--- config.mk ---
export PLATFORM = sky130hd
export DESIGN_NAME = pacman_move_ctrl
export DESIGN_NICKNAME = d
export VERILOG_FILES = /design/src/rtl/pacman_move_ctrl.sv
export SDC_FILE = /design/constraint.sdc
export NUM_CORES = 1
export LEC_CHECK = 0
export ABC_AREA = 1
export BUFFER_PORTS_ARGS = -buffer_cell sky130_fd_sc_hd__buf_4
export CORE_MARGIN = 2
export CORE_UTILIZATION = 58
export CTS_CLUSTER_SIZE = 12
export DETAILED_ROUTE_END_ITERATION = 10
export GPL_TIMING_DRIVEN = 0
export HOLD_SLACK_MARGIN = 0.06
export PLACE_DENSITY = 0.84
export SLEW_MARGIN = 20
export SYNTH_ARGS = -nofsm -noshare
export SYNTH_HDL_FRONTEND = slang
export SYNTH_SLANG_ARGS = --single-unit
--- constraint.sdc ---
create_clock -name CLOCK_50 -period 2.3 [get_ports CLOCK_50]
set_input_delay 0.46 -clock CLOCK_50 [delete_from_list [all_inputs] [get_ports CLOCK_50]]
set_output_delay 0.46 -clock CLOCK_50 [all_outputs]
set_load 0.02 [all_outputs]
--- src/rtl/pacman_move_ctrl.sv ---
// Pac-Man movement controller: proposes the next cell to the collision lookup,
// waits for the result, then commits or rejects the move (with one cornering retry).
// Also keeps the buffered player heading, tunnel wrap-around and the saturating score.
module pacman_move_ctrl #(
   parameter int unsigned START_X     = 20,
   parameter int unsigned START_Y     = 21,
   parameter int unsigned GRID_W      = 40,
   parameter int unsigned GRID_H      = 30,
   parameter int unsigned LOOKUP_WAIT = 4,
   parameter int unsigned DOT_PTS     = 10,
   parameter int unsigned PILL_PTS    = 50
) (
   input  logic        CLOCK_50,
   input  logic        reset,
   input  logic [3:0]  dir_req,
   input  logic        move_tick,
   input  logic [3:0]  collision_type,
   output logic [5:0]  next_pacman_x,
   output logic [4:0]  next_pacman_y,
   output logic        colli_clr,
   output logic [5:0]  pacman_x,
   output logic [4:0]  pacman_y,
   output logic [1:0]  pacman_dir,
   output logic        moved,
   output logic        dot_eaten,
   output logic        pill_eaten,
   output logic [15:0] score
);

   localparam logic [1:0]  DirUp    = 2'b00;
   localparam logic [1:0]  DirDown  = 2'b01;
   localparam logic [1:0]  DirLeft  = 2'b10;
   localparam logic [1:0]  DirRight = 2'b11;

   localparam logic [5:0]  XMax     = 6'(GRID_W - 1);
   localparam logic [4:0]  YMax     = 5'(GRID_H - 1);
   localparam logic [5:0]  XStart   = 6'(START_X);
   localparam logic [4:0]  YStart   = 5'(START_Y);
   localparam logic [7:0]  WaitInit = 8'(LOOKUP_WAIT);
   localparam logic [15:0] DotPts   = 16'(DOT_PTS);
   localparam logic [15:0] PillPts  = 16'(PILL_PTS);

   localparam logic [3:0]  CtWall   = 4'b0001;
   localparam logic [3:0]  CtDot    = 4'b0010;
   localparam logic [3:0]  CtPill   = 4'b0011;

   typedef enum logic [1:0] {StIdle, StProbe, StDecide, StClear} state_e;

   // With a one-cycle lookup the probe is sampled on the very next cycle.
   localparam state_e FirstSt = (LOOKUP_WAIT <= 1) ? StDecide : StProbe;

   state_e      state_q, state_d;
   logic [5:0]  pos_x_q, pos_x_d;
   logic [4:0]  pos_y_q, pos_y_d;
   logic [1:0]  cur_dir_q, cur_dir_d;
   logic [1:0]  buf_dir_q, buf_dir_d;
   logic        tick_q;
   logic        pend_q, pend_d;
   logic [5:0]  cand_x_q, cand_x_d;
   logic [4:0]  cand_y_q, cand_y_d;
   logic [1:0]  tried_q, tried_d;
   logic        retried_q, retried_d;
   logic [7:0]  cnt_q, cnt_d;
   logic [5:0]  next_x_q, next_x_d;
   logic [4:0]  next_y_q, next_y_d;
   logic        clr_q, clr_d;
   logic        moved_q, moved_d;
   logic        dot_q, dot_d;
   logic        pill_q, pill_d;
   logic [15:0] score_q, score_d;

   logic        start;
   logic        is_wall;
   logic        retry;
   logic [10:0] nb_buf;
   logic [10:0] nb_cur;
   logic [15:0] pts;
   logic [16:0] sum;

   // Neighbouring cell in the given heading, wrapping at the grid edges; returns {x, y}.
   function automatic logic [10:0] neighbour(input logic [5:0] x, input logic [4:0] y,
                                             input logic [1:0] d);
      logic [5:0] nx;
      logic [4:0] ny;
      nx = x;
      ny = y;
      case (d)
         DirUp:    ny = (y == 5'd0) ? YMax : y - 5'd1;
         DirDown:  ny = (y == YMax) ? 5'd0 : y + 5'd1;
         DirLeft:  nx = (x == 6'd0) ? XMax : x - 6'd1;
         DirRight: nx = (x == XMax) ? 6'd0 : x + 6'd1;
         default:  nx = x;
      endcase
      return {nx, ny};
   endfunction

   assign start   = tick_q || pend_q;
   assign is_wall = (collision_type == CtWall);
   // Cornering: only the buffered heading may fall back to the current one, and only once.
   assign retry   = is_wall && !retried_q && (tried_q == buf_dir_q) && (buf_dir_q != cur_dir_q);
   assign nb_buf  = neighbour(pos_x_q, pos_y_q, buf_dir_q);
   assign nb_cur  = neighbour(pos_x_q, pos_y_q, cur_dir_q);
   assign pts     = (collision_type == CtDot)  ? DotPts :
                    (collision_type == CtPill) ? PillPts : 16'd0;
   assign sum     = {1'b0, score_q} + {1'b0, pts};

   // State register.
   always_ff @(posedge CLOCK_50) begin
      if (!reset) begin
         state_q <= StIdle;
      end else begin
         state_q <= state_d;
      end
   end

   // Next-state logic.
   always_comb begin
      state_d = state_q;
      case (state_q)
         StIdle:   if (start) state_d = FirstSt;
         StProbe:  if (cnt_q <= 8'd2) state_d = StDecide;
         StDecide: state_d = retry ? FirstSt : StClear;
         StClear:  state_d = StIdle;
         default:  state_d = StIdle;
      endcase
   end

   // Datapath and registered-output next values.
   always_comb begin
      pos_x_d   = pos_x_q;
      pos_y_d   = pos_y_q;
      cur_dir_d = cur_dir_q;
      buf_dir_d = buf_dir_q;
      pend_d    = pend_q;
      cand_x_d  = cand_x_q;
      cand_y_d  = cand_y_q;
      tried_d   = tried_q;
      retried_d = retried_q;
      cnt_d     = cnt_q;
      clr_d     = 1'b0;
      moved_d   = 1'b0;
      dot_d     = 1'b0;
      pill_d    = 1'b0;
      score_d   = score_q;

      case (dir_req)
         4'b1000: buf_dir_d = DirUp;
         4'b0100: buf_dir_d = DirDown;
         4'b0010: buf_dir_d = DirLeft;
         4'b0001: buf_dir_d = DirRight;
         default: buf_dir_d = buf_dir_q;
      endcase

      // One-deep tick buffer while a move is in flight.
      if (tick_q && (state_q != StIdle)) pend_d = 1'b1;

      case (state_q)
         StIdle: begin
            if (start) begin
               {cand_x_d, cand_y_d} = nb_buf;
               tried_d   = buf_dir_q;
               retried_d = 1'b0;
               cnt_d     = WaitInit;
               pend_d    = 1'b0;
            end
         end
         StProbe: begin
            cnt_d = cnt_q - 8'd1;
         end
         StDecide: begin
            if (!is_wall) begin
               pos_x_d   = cand_x_q;
               pos_y_d   = cand_y_q;
               cur_dir_d = tried_q;
               moved_d   = 1'b1;
               dot_d     = (collision_type == CtDot);
               pill_d    = (collision_type == CtPill);
               score_d   = sum[16] ? 16'hFFFF : sum[15:0];
               clr_d     = 1'b1;
            end else if (retry) begin
               {cand_x_d, cand_y_d} = nb_cur;
               tried_d   = cur_dir_q;
               retried_d = 1'b1;
               cnt_d     = WaitInit;
            end else begin
               clr_d = 1'b1;
            end
         end
         default: begin
         end
      endcase

      if ((state_d == StProbe) || (state_d == StDecide)) begin
         next_x_d = cand_x_d;
         next_y_d = cand_y_d;
      end else begin
         next_x_d = pos_x_d;
         next_y_d = pos_y_d;
      end
   end

   // Datapath and output registers.
   always_ff @(posedge CLOCK_50) begin
      if (!reset) begin
         pos_x_q   <= XStart;
         pos_y_q   <= YStart;
         cur_dir_q <= DirLeft;
         buf_dir_q <= DirLeft;
         tick_q    <= 1'b0;
         pend_q    <= 1'b0;
         cand_x_q  <= XStart;
         cand_y_q  <= YStart;
         tried_q   <= DirLeft;
         retried_q <= 1'b0;
         cnt_q     <= 8'd0;
         next_x_q  <= XStart;
         next_y_q  <= YStart;
         clr_q     <= 1'b0;
         moved_q   <= 1'b0;
         dot_q     <= 1'b0;
         pill_q    <= 1'b0;
         score_q   <= 16'd0;
      end else begin
         pos_x_q   <= pos_x_d;
         pos_y_q   <= pos_y_d;
         cur_dir_q <= cur_dir_d;
         buf_dir_q <= buf_dir_d;
         tick_q    <= move_tick;
         pend_q    <= pend_d;
         cand_x_q  <= cand_x_d;
         cand_y_q  <= cand_y_d;
         tried_q   <= tried_d;
         retried_q <= retried_d;
         cnt_q     <= cnt_d;
         next_x_q  <= next_x_d;
         next_y_q  <= next_y_d;
         clr_q     <= clr_d;
         moved_q   <= moved_d;
         dot_q     <= dot_d;
         pill_q    <= pill_d;
         score_q   <= score_d;
      end
   end

   assign next_pacman_x = next_x_q;
   assign next_pacman_y = next_y_q;
   assign colli_clr     = clr_q;
   assign pacman_x      = pos_x_q;
   assign pacman_y      = pos_y_q;
   assign pacman_dir    = cur_dir_q;
   assign moved         = moved_q;
   assign dot_eaten     = dot_q;
   assign pill_eaten    = pill_q;
   assign score         = score_q;

endmodule

======== Yosys cells after proc, flatten, opt, wreduce, memory -nomap -nowiden ========
Cells that the tools add are included.
word-level totals
  flip-flop bits (word level) ............. 72
  bits in latches ......................... 0
  RAM bits ................................ 0
  bits in read-only memories .............. 0
  output and inout bits ................... 44
  logic and storage cells ................. 123
  memories ................................ 0
operators by class
  add/sub/neg operators ................... 6
  multipliers ............................. 0
  divide/modulo/power cells ............... 0
  order comparisons ....................... 1
  eq/ne operators ......................... 25
  shift-type cells ........................ 0
  muxes and demuxes ....................... 48
  bitwise operators ....................... 3
  reductions and logical operators ........ 21
operators by type and width
  cell                                                                   count
  6-bit 2-to-1 mux                                                       10
  5-bit 2-to-1 mux                                                       8
  6-bit one-hot mux with 2 select lines                                  3
  5-bit one-hot mux with 2 select lines                                  3
  8-bit 2-to-1 mux                                                       3
  8-bit one-hot mux with 3 select lines                                  1
  16-bit by 6-bit adder with 17-bit output                               1
  16-bit 2-to-1 mux                                                      1
  2-bit one-hot mux with 4 select lines                                  2
  2-bit == test, second input constant                                   7
  4-bit by 2-bit == test with 1-bit output, second input constant        3
  2-bit 2-to-1 mux                                                       6
  1-bit 2-to-1 mux                                                       9
  2-bit by 1-bit == test with 1-bit output, second input constant        4
  4-bit by 1-bit == test with 1-bit output, second input constant        2
  8-bit by 2-bit <= comparator with 1-bit output, second input constant  1
  4-bit AND reduction                                                    2
  8-bit by 1-bit subtractor with 8-bit output, second input constant     1
  6-bit by 1-bit adder with 6-bit output, second input constant          1
  6-bit == test, second input constant                                   1
  2-bit logical NOT                                                      3
  6-bit logical NOT                                                      1
  2-bit != test, second input constant                                   3
  6-bit by 1-bit subtractor with 6-bit output, second input constant     1
  other kinds (19)                                                       27

======== Longest topological paths before layout ========
Gate-level depths: netlist of the first run.
  word-level depth ........................ 9
  mapped depth ............................ 15
  gate-level depth less buffers ........... 15

======== Worst setup path after synthesis of the first run ========
No wires, ideal clock.
  path type ............................... input to register
  from .................................... input collision_type[3]
  to ...................................... register score_q[8], in the netlist score[8]
  setup time .............................. 0.115 ns
  arrival time ............................ 2.041 ns
  required time ........................... 2.185 ns
  setup slack ............................. 0.143 ns
  stages .................................. 12
  cells stage by stage .................... nor2_1 -> inv_1 -> nor3_1 -> ha_1 -> nand2_1 -> clkinv_1 -> a21oi_1 -> a21oi_1 -> nand4_1 -> nand2_1 -> o21ai_0 -> inv_1
on the way
  word-level cells in the longest chain between the ends .. 5
  elaborated cells on any way between the ends .. 9
RTL lines
  what                                      line  source
  start, declared                           17    input logic [3:0] collision_type,
  4-bit by 2-bit == test with 1-bit output  104   (collision_type == CtPill) ? PillPts : 16'd0;
  6-bit 2-to-1 mux                          104
  6-bit 2-to-1 mux                          103   assign pts = (collision_type == CtDot) ? DotPts :
  16-bit by 6-bit adder with 17-bit output  105   assign sum = {1'b0, score_q} + {1'b0, pts};
  16-bit 2-to-1 mux                         178   score_d = sum[16] ? 16'hFFFF : sum[15:0];
  end signal, assigned                      241   score_q <= score_d;
  end, declared                             70    logic [15:0] score_q, score_d;
Parallel ways exist; a longest one is shown, timed or not.
A chain may end at the register's enable or synchronous reset.

======== Worst setup path after layout of the first run ========
  from .................................... input collision_type[3]
  to ...................................... register score_q[5], in the netlist score[5]
The elaborated chain is that of the path after synthesis.

==> results of run 1 <==
worst max-delay path: cells and delay by family:
kind                       cells  cell delay [ns]
AOI/OAI and AO/OA              2             0.56
adders and majority gates      1             0.20
buffers and inverters          3             0.30
and+or+nand+nor                5             0.89
timing repair:
| action | 4_1_cts | 5_1_grt |
|---|---|---|
| endpoints found under the setup margin | 4 | 14 |
| cloned | 0 | 0 |
| buffers inserted | 2 | 0 |
| resized for setup | 0 | 5 |
| pin swaps | 1 | 0 |
flip-flops by register name, summed over array words and instances (netlist names), 2 cells and up:
register	cells
pacman_x	6
cnt_q	8
state_q	2
pacman_dir	2
cand_y_q	5
buf_dir_q	2
next_pacman_y	5
pacman_y	5
cand_x_q	6
tried_q	2
next_pacman_x	6
score	16
per-stage QoR:
step	std cells	TNS, ns
final	816	0
after global routing	816	-0.0436
after CTS	816	0
after detailed placement	798	-4.39
after global placement	798	-4.39
after floorplan	646	0
logic make-up (layout without fill, tap and decap cells):
group / Yosys count / count (layout) / synth area share [%]
buffers and inverters: 97 / 168 / 9.19
XOR/XNOR: 13 / 13 / 2.68
AO/OA/AOI/OAI: 105 / 105 / 13.9
adder cells (fa/ha/maj): 13 / 13 / 3.83
AND/OR/NAND/NOR: 346 / 346 / 36.5
flip-flops: 72 / 72 / 33.9
power by group:
part	internal [W]	total (W)	leakage [nW]	switching (W)
Clock	0.000700	0.00119	0.115	0.000490
Combinational	0.000981	0.00270	1.67	0.00172
Sequential	0.00153	0.00177	0.588	0.000234
area by class of cell:
cell class              count  area [um^2]  share of cell area, %
inverters                  77          292                   5.75
plain buffers              20         98.8                   1.95
well taps                  99          124                   2.45
repair buffers             55          413                   8.15
clock inverters             4         75.1                   1.48
clock buffers              12          165                   3.26
multi-input cells         477         2460                   48.5
flip-flops and latches     72         1440                   28.5
path summary, 6_finish.rpt:
check / startpoint / endpoint / slack (ns) / depth (start not counted)
worst max-delay path: collision_type[3] / score[5]$_SDFFE_PN0P_ / 0.18 / 11
worst min-delay path: collision_type[0] / dot_eaten$_SDFF_PP0_ / 0.28 / 2
worst max register to register: pacman_x[0]$_SDFF_PN0_ / next_pacman_x[0]$_SDFF_PN0_ / 0.28 / 10
worst min register to register: score[0]$_SDFFE_PN0P_ / score[0]$_SDFFE_PN0P_ / 0.45 / 2
cells in the mapped netlist (all sizes together):
| cell type | instances | area (um^2) |
|---|---|---|
| and3 | 1 | 6.26 |
| nand4 | 29 | 181 |
| dfxtp | 72 | 1440 |
| inv | 74 | 280 |
| nor2 | 68 | 280 |
| o21bai | 3 | 22.5 |
| nand3 | 67 | 340 |
| o22ai | 2 | 12.5 |
| nor3b | 1 | 7.51 |
| a21o | 1 | 7.51 |
| nand3b | 3 | 22.5 |
| or2 | 5 | 31.3 |
| nand2 | 161 | 619 |
| xor2 | 6 | 52.6 |
| a21oi | 40 | 200 |
| ha | 13 | 163 |
| o211ai | 9 | 67.6 |
| clkinv | 3 | 11.3 |
| a31oi | 4 | 25.0 |
| a22oi | 3 | 22.5 |
| o21ai | 40 | 208 |
| a31o | 1 | 8.76 |
| nor4 | 3 | 18.8 |
| buf | 8 | 53.8 |
| o2111ai | 1 | 8.76 |
| nor3 | 7 | 35.0 |
| xnor2 | 7 | 61.3 |
| clkbuf | 12 | 45.0 |
| o31ai | 1 | 7.51 |
| and2 | 1 | 6.26 |
routing by layer:
metal	vias to the layer above	track usage (%)	share of wire, %
met5	-	0	0
met4	0	15.7	3.2
met3	45	4.66	7.4
met2	201	50.1	47
met1	2105	38.2	42
li1	2285	-	-
==> results.yml, run 1 <==
status:
  outcome: "finished, final reports clean"
synth:
  seq_area_frac_synth_pct: 33.9
  yosys_warnings: 0
  ys_types: 42
  netlist_area_mm2: 0.00425
  synth_cells: 646
  syn_avg_cell_area_um2: 6.58
  postSynthNetCount: 670
  synth-seq-cells: 72
timing:
  setup_slack_ns: 0.183
  worst_slew_margin_rel_pct: 56.7
  rsz0062_at_grt: "yes"
  hold_violations: 0
  worst_hold_slack_ns: 0.285
  timing.fmax_ghz: 0.472
  slew_violations: 0
  fin_crit_sh_pct: 92.0
  setup_violations: 0
  finClkSkew_ns: 0.0108
  worst_pin_slew_ns: 0.649
  layout_min_cycle_time_ns: 2.12
setup_path:
  path_max_fanout: 5
  path_cells: "buf_4 > nor2_1 > inv_1 > nor3_4 > ha_4 > nand2_1 > clkinv_1 > nand4_1 > a21oi_1 > nand4_1 > a31oi_1"
  slowest_stage: "nand4_1"
  crit_type: "in2reg"
  endpoint_kind: "flip-flop"
  cp-start-kind: "input pin"
  critPathMaxStageDelay_ns: 0.35
  worstPathRequired_ns: 2.57
  crit_path_frequent_cell: "nand4_1"
  cp_data_arrival_time_ns: 2.39
final_layout:
  final_util_pct: 70.6
  diodes: 0
  final_common_cell: "nand2_1"
  nNetsFinal: 736
  nFillCells: 621
  area_delta_synth_final_pct: 19.3
  fin_area_mm2: 0.00507
  layout-drive-gt1-share_pct: 14.6
  final_cell_mix: "nand2_1 (157), dfxtp_1 (72), inv_1 (66)"
pwr:
  p_leak_nw: 2.37
  power_density_mw_per_mm2: 1120
  power.total_w: 0.00566
  ir_drop_uv: 560
global_route:
  grt_pass1_wl_um: 18900
  grt_max_degree: 13
  grt_usage_pct: 30.3
  grt-ovfl-total: 0
  antenna_found_initial: 0
  grt_pass1_vias: 4111
route:
  wl_per_cell_um: 14.4
  postRouteAntennaNets: 0
  vias: 4636
  drc: 0
  firstDrtPassIters: 5
  drt_wl_total_um: 11800
  drtIter0Drc: 470
  via_per_inst: 5.68
clock_network:
  h-tree-depth: 3
  cts.path.max_buffers: 2
  root_buffer: "clkbuf_8"
  insertion_delay_ns: 0.35
  cts-buffers-inserted: 9
  cts.sinks: 72
  tritoncts: "yes"
  holdBufCountCts: 0
  clk_pin_slew_ns: 0.08
floorplan:
  pin_count: 55
  num_rows: 31
  initial_core_util_pct: 59.2
  dieHeight_um: 89.6
  coreArea_mm2: 0.00718
  dieWidth_um: 89.6
  die_area_mm2: 0.00802
placed_design:
  dp_hpwl_um: 8520
  pre_cts_ws_ns: -0.457
  dpl_cell_area_mm2: 0.00477
  place_congestion: 0.944
  portBuffers: 53
hold_path:
  min_path_type: "in2reg"
run:
  cap_violations: 0
(Power assumes the default switching activity.)
==> run 2, diff against run 1 <==
--- a/config.mk
+++ b/config.mk
@@ -14,7 +14,8 @@
 export GPL_TIMING_DRIVEN = 0
 export HOLD_SLACK_MARGIN = 0.06
 export PLACE_DENSITY = 0.84
-export SLEW_MARGIN = 20
+export REMOVE_ABC_BUFFERS = 1
+export SLEW_MARGIN = 25
 export SYNTH_ARGS = -nofsm -noshare
 export SYNTH_HDL_FRONTEND = slang
 export SYNTH_SLANG_ARGS = --single-unit
==> results.yml, run 2 (same netlist as run 1, synthesis figures left out) <==
status:
  outcome: "complete, but fails checks"
  violations: "DRC"
setup_path:
  crit_type: "reg2reg"
  path_max_fanout: 18
  cp_data_arrival_time_ns: 2.43
  crit_start: "pacman_dir[1]$_SDFFE_PN1P_"
  r2r_start: "pacman_dir[1]$_SDFFE_PN1P_"
  worst-r2r-setup-slack_ns: 0.11
  endpoint_kind: "flip-flop"
  reg2regPathDepth: 11
  worstPathRequired_ns: 2.54
  cp-start-kind: "flip-flop"
  crit-reg2reg-capture: "next_pacman_x[4]$_SDFF_PN1_"
route:
  drc: 1
  firstDrtPassIters: 9
  wl_per_cell_um: 13.9
  drtIter0Drc: 363
  postRouteAntennaNets: 0
  via_per_inst: 5.70
  vias: 4536
  drt_wl_total_um: 11100
final_layout:
  area_delta_synth_final_pct: 16.7
  layout-drive-gt1-share_pct: 13.9
  largest_register_ff_count: 16
  nFillCells: 639
  diodes: 0
  final_cell_mix: "nand2_1 (157), dfxtp_1 (71), inv_1 (66), nand3_1 (66), nor2_1 (64)"
  nNetsFinal: 716
  final_common_cell: "nand2_1"
  fin_area_mm2: 0.00496
  final_util_pct: 69.1
timing:
  setup_violations: 0
  worst_slew_margin_rel_pct: 54.8
  timing.fmax_ghz: 0.457
  finClkSkew_ns: 0.0104
  worst_pin_slew_ns: 0.676
  hold_violations: 0
  fin_crit_sh_pct: 95.2
  slew_violations: 0
  layout_min_cycle_time_ns: 2.19
clock_network:
  tritoncts: "yes"
  clk_pin_slew_ns: 0.09
  root_buffer: "clkbuf_8"
  insertion_delay_ns: 0.36
  cts.sinks: 72
  cts-buffers-inserted: 9
  cts.path.max_buffers: 2
  h-tree-depth: 3
floorplan:
  num_rows: 31
  initial_core_util_pct: 59.2
  dieHeight_um: 89.6
  dieWidth_um: 89.6
  coreArea_mm2: 0.00718
  pin_count: 55
  die_area_mm2: 0.00802
global_route:
  grt-ovfl-total: 0
  grt_pass1_vias: 3928
  grt_max_degree: 37
  antenna_found_initial: 0
  grt_pass1_wl_um: 17700
  grt_usage_pct: 28.1
hold_path:
  holdPathStages: 2
  min_path_type: "in2reg"
  min_from: "collision_type[0]"
  min_to: "dot_eaten$_SDFF_PP0_"
pwr:
  clkPwrFrac_pct: 22.8
  seq_power_share_pct: 32.2
  power.total_w: 0.00560
  p_leak_nw: 2.33
  combinationalPowerShare_pct: 44.9
  p_sw_share_pct: 43.4
  p_switching_w: 0.00243
  ir_drop_uv: 751
  power_density_mw_per_mm2: 1130
  intPower_w: 0.00317
placed_design:
  dp_hpwl_um: 7510
  place_congestion: 0.963
  dpl_cell_area_mm2: 0.00468
  portBuffers: 54
run:
  cap_violations: 0
run 2: changes by cell type in the layout (fill, tap and decap cells not counted), sizes merged:
cell	before	now
buf	63	55
bufinv	2	3
clkbuf	24	10
clkinv	3	2
inv	74	76
run 2: per-stage QoR:
step	TNS, ns	setup WS (ns)	hold slack [ns]	instances
3_3_place_gp	-8.42	-0.398	0.440	779
4_1_cts	0	0.00361	0.290	795
3_5_place_dp	-9.43	-0.394	0.443	779
6_report	0	0.111	0.287	796
5_1_grt	-0.0128	-0.0128	0.277	796
2_1_floorplan	0	0.143	0.441	626
run 2: final cells by class:
cell class / count / area, um^2 / share of cell area [%]
clock buffers: 10 / 138 / 2.78
clock inverters: 6 / 115 / 2.32
inverters: 77 / 298 / 6.01
multi-input cells: 477 / 2430 / 49.0
flip-flops and latches: 72 / 1440 / 29.1
well taps: 99 / 124 / 2.50
repair buffers: 55 / 413 / 8.33
run 2: critical path, cell delays in order, from the launching register on:
cell and delay [ns]:
dfxtp_1 0.65, inv_4 0.13, nand2_1 0.10, nand2_1 0.05, nand2_1 0.09, nand3_2 0.15, nand2_2 0.16, nand2_4 0.19
inv_2 0.30, nor2_1 0.07, nor2_1 0.09, nand2_1 0.09
run 2: how the worst max path moves through the flow:
| stage | to | slack (ns) | cells after the start |
|---|---|---|---|
| final | next_pacman_x[4]$_SDFF_PN1_ | 0.11 | 11 |
| after global routing | score[8]$_SDFFE_PN0P_ | -0.01 | 14 |
| after CTS | next_pacman_y[2]$_SDFF_PN1_ | 0.004 | 9 |
| after detailed placement | next_pacman_x[4]$_SDFF_PN1_ | -0.39 | 11 |
| after global placement | next_pacman_x[4]$_SDFF_PN1_ | -0.40 | 11 |
| after floorplan | score[8]$_SDFFE_PN0P_ | 0.14 | 12 |
run 2: metal layers:
metal	vias to the layer above	GRT usage, %	share of wire [%]
li1	2230	-	-
met1	2120	36.2	45
met2	161	46.3	47
met3	25	6.22	5.7
met4	0	10.0	1.8
met5	-	0	0
run 2: power groups by stage:
stage / registers (W) / clock network [W] / logic [W]
2_1_floorplan: 0.00193 / 0 / 0.00165
3_3_place_gp: 0.00181 / 0 / 0.00240
3_5_place_dp: 0.00182 / 0 / 0.00247
4_1_cts: 0.00180 / 0.00129 / 0.00250
5_1_grt: 0.00185 / 0.00135 / 0.00283
6_report: 0.00180 / 0.00128 / 0.00252
run 2: repair_timing:
action | 4_1_cts | 5_1_grt
setup buffers | 0 | 1
resized for setup | 1 | 4
hold buffers | 0 | 0
pin swaps | 0 | 1
hold endpoints to repair | 0 | 0
endpoints found under the setup margin | 9 | 30
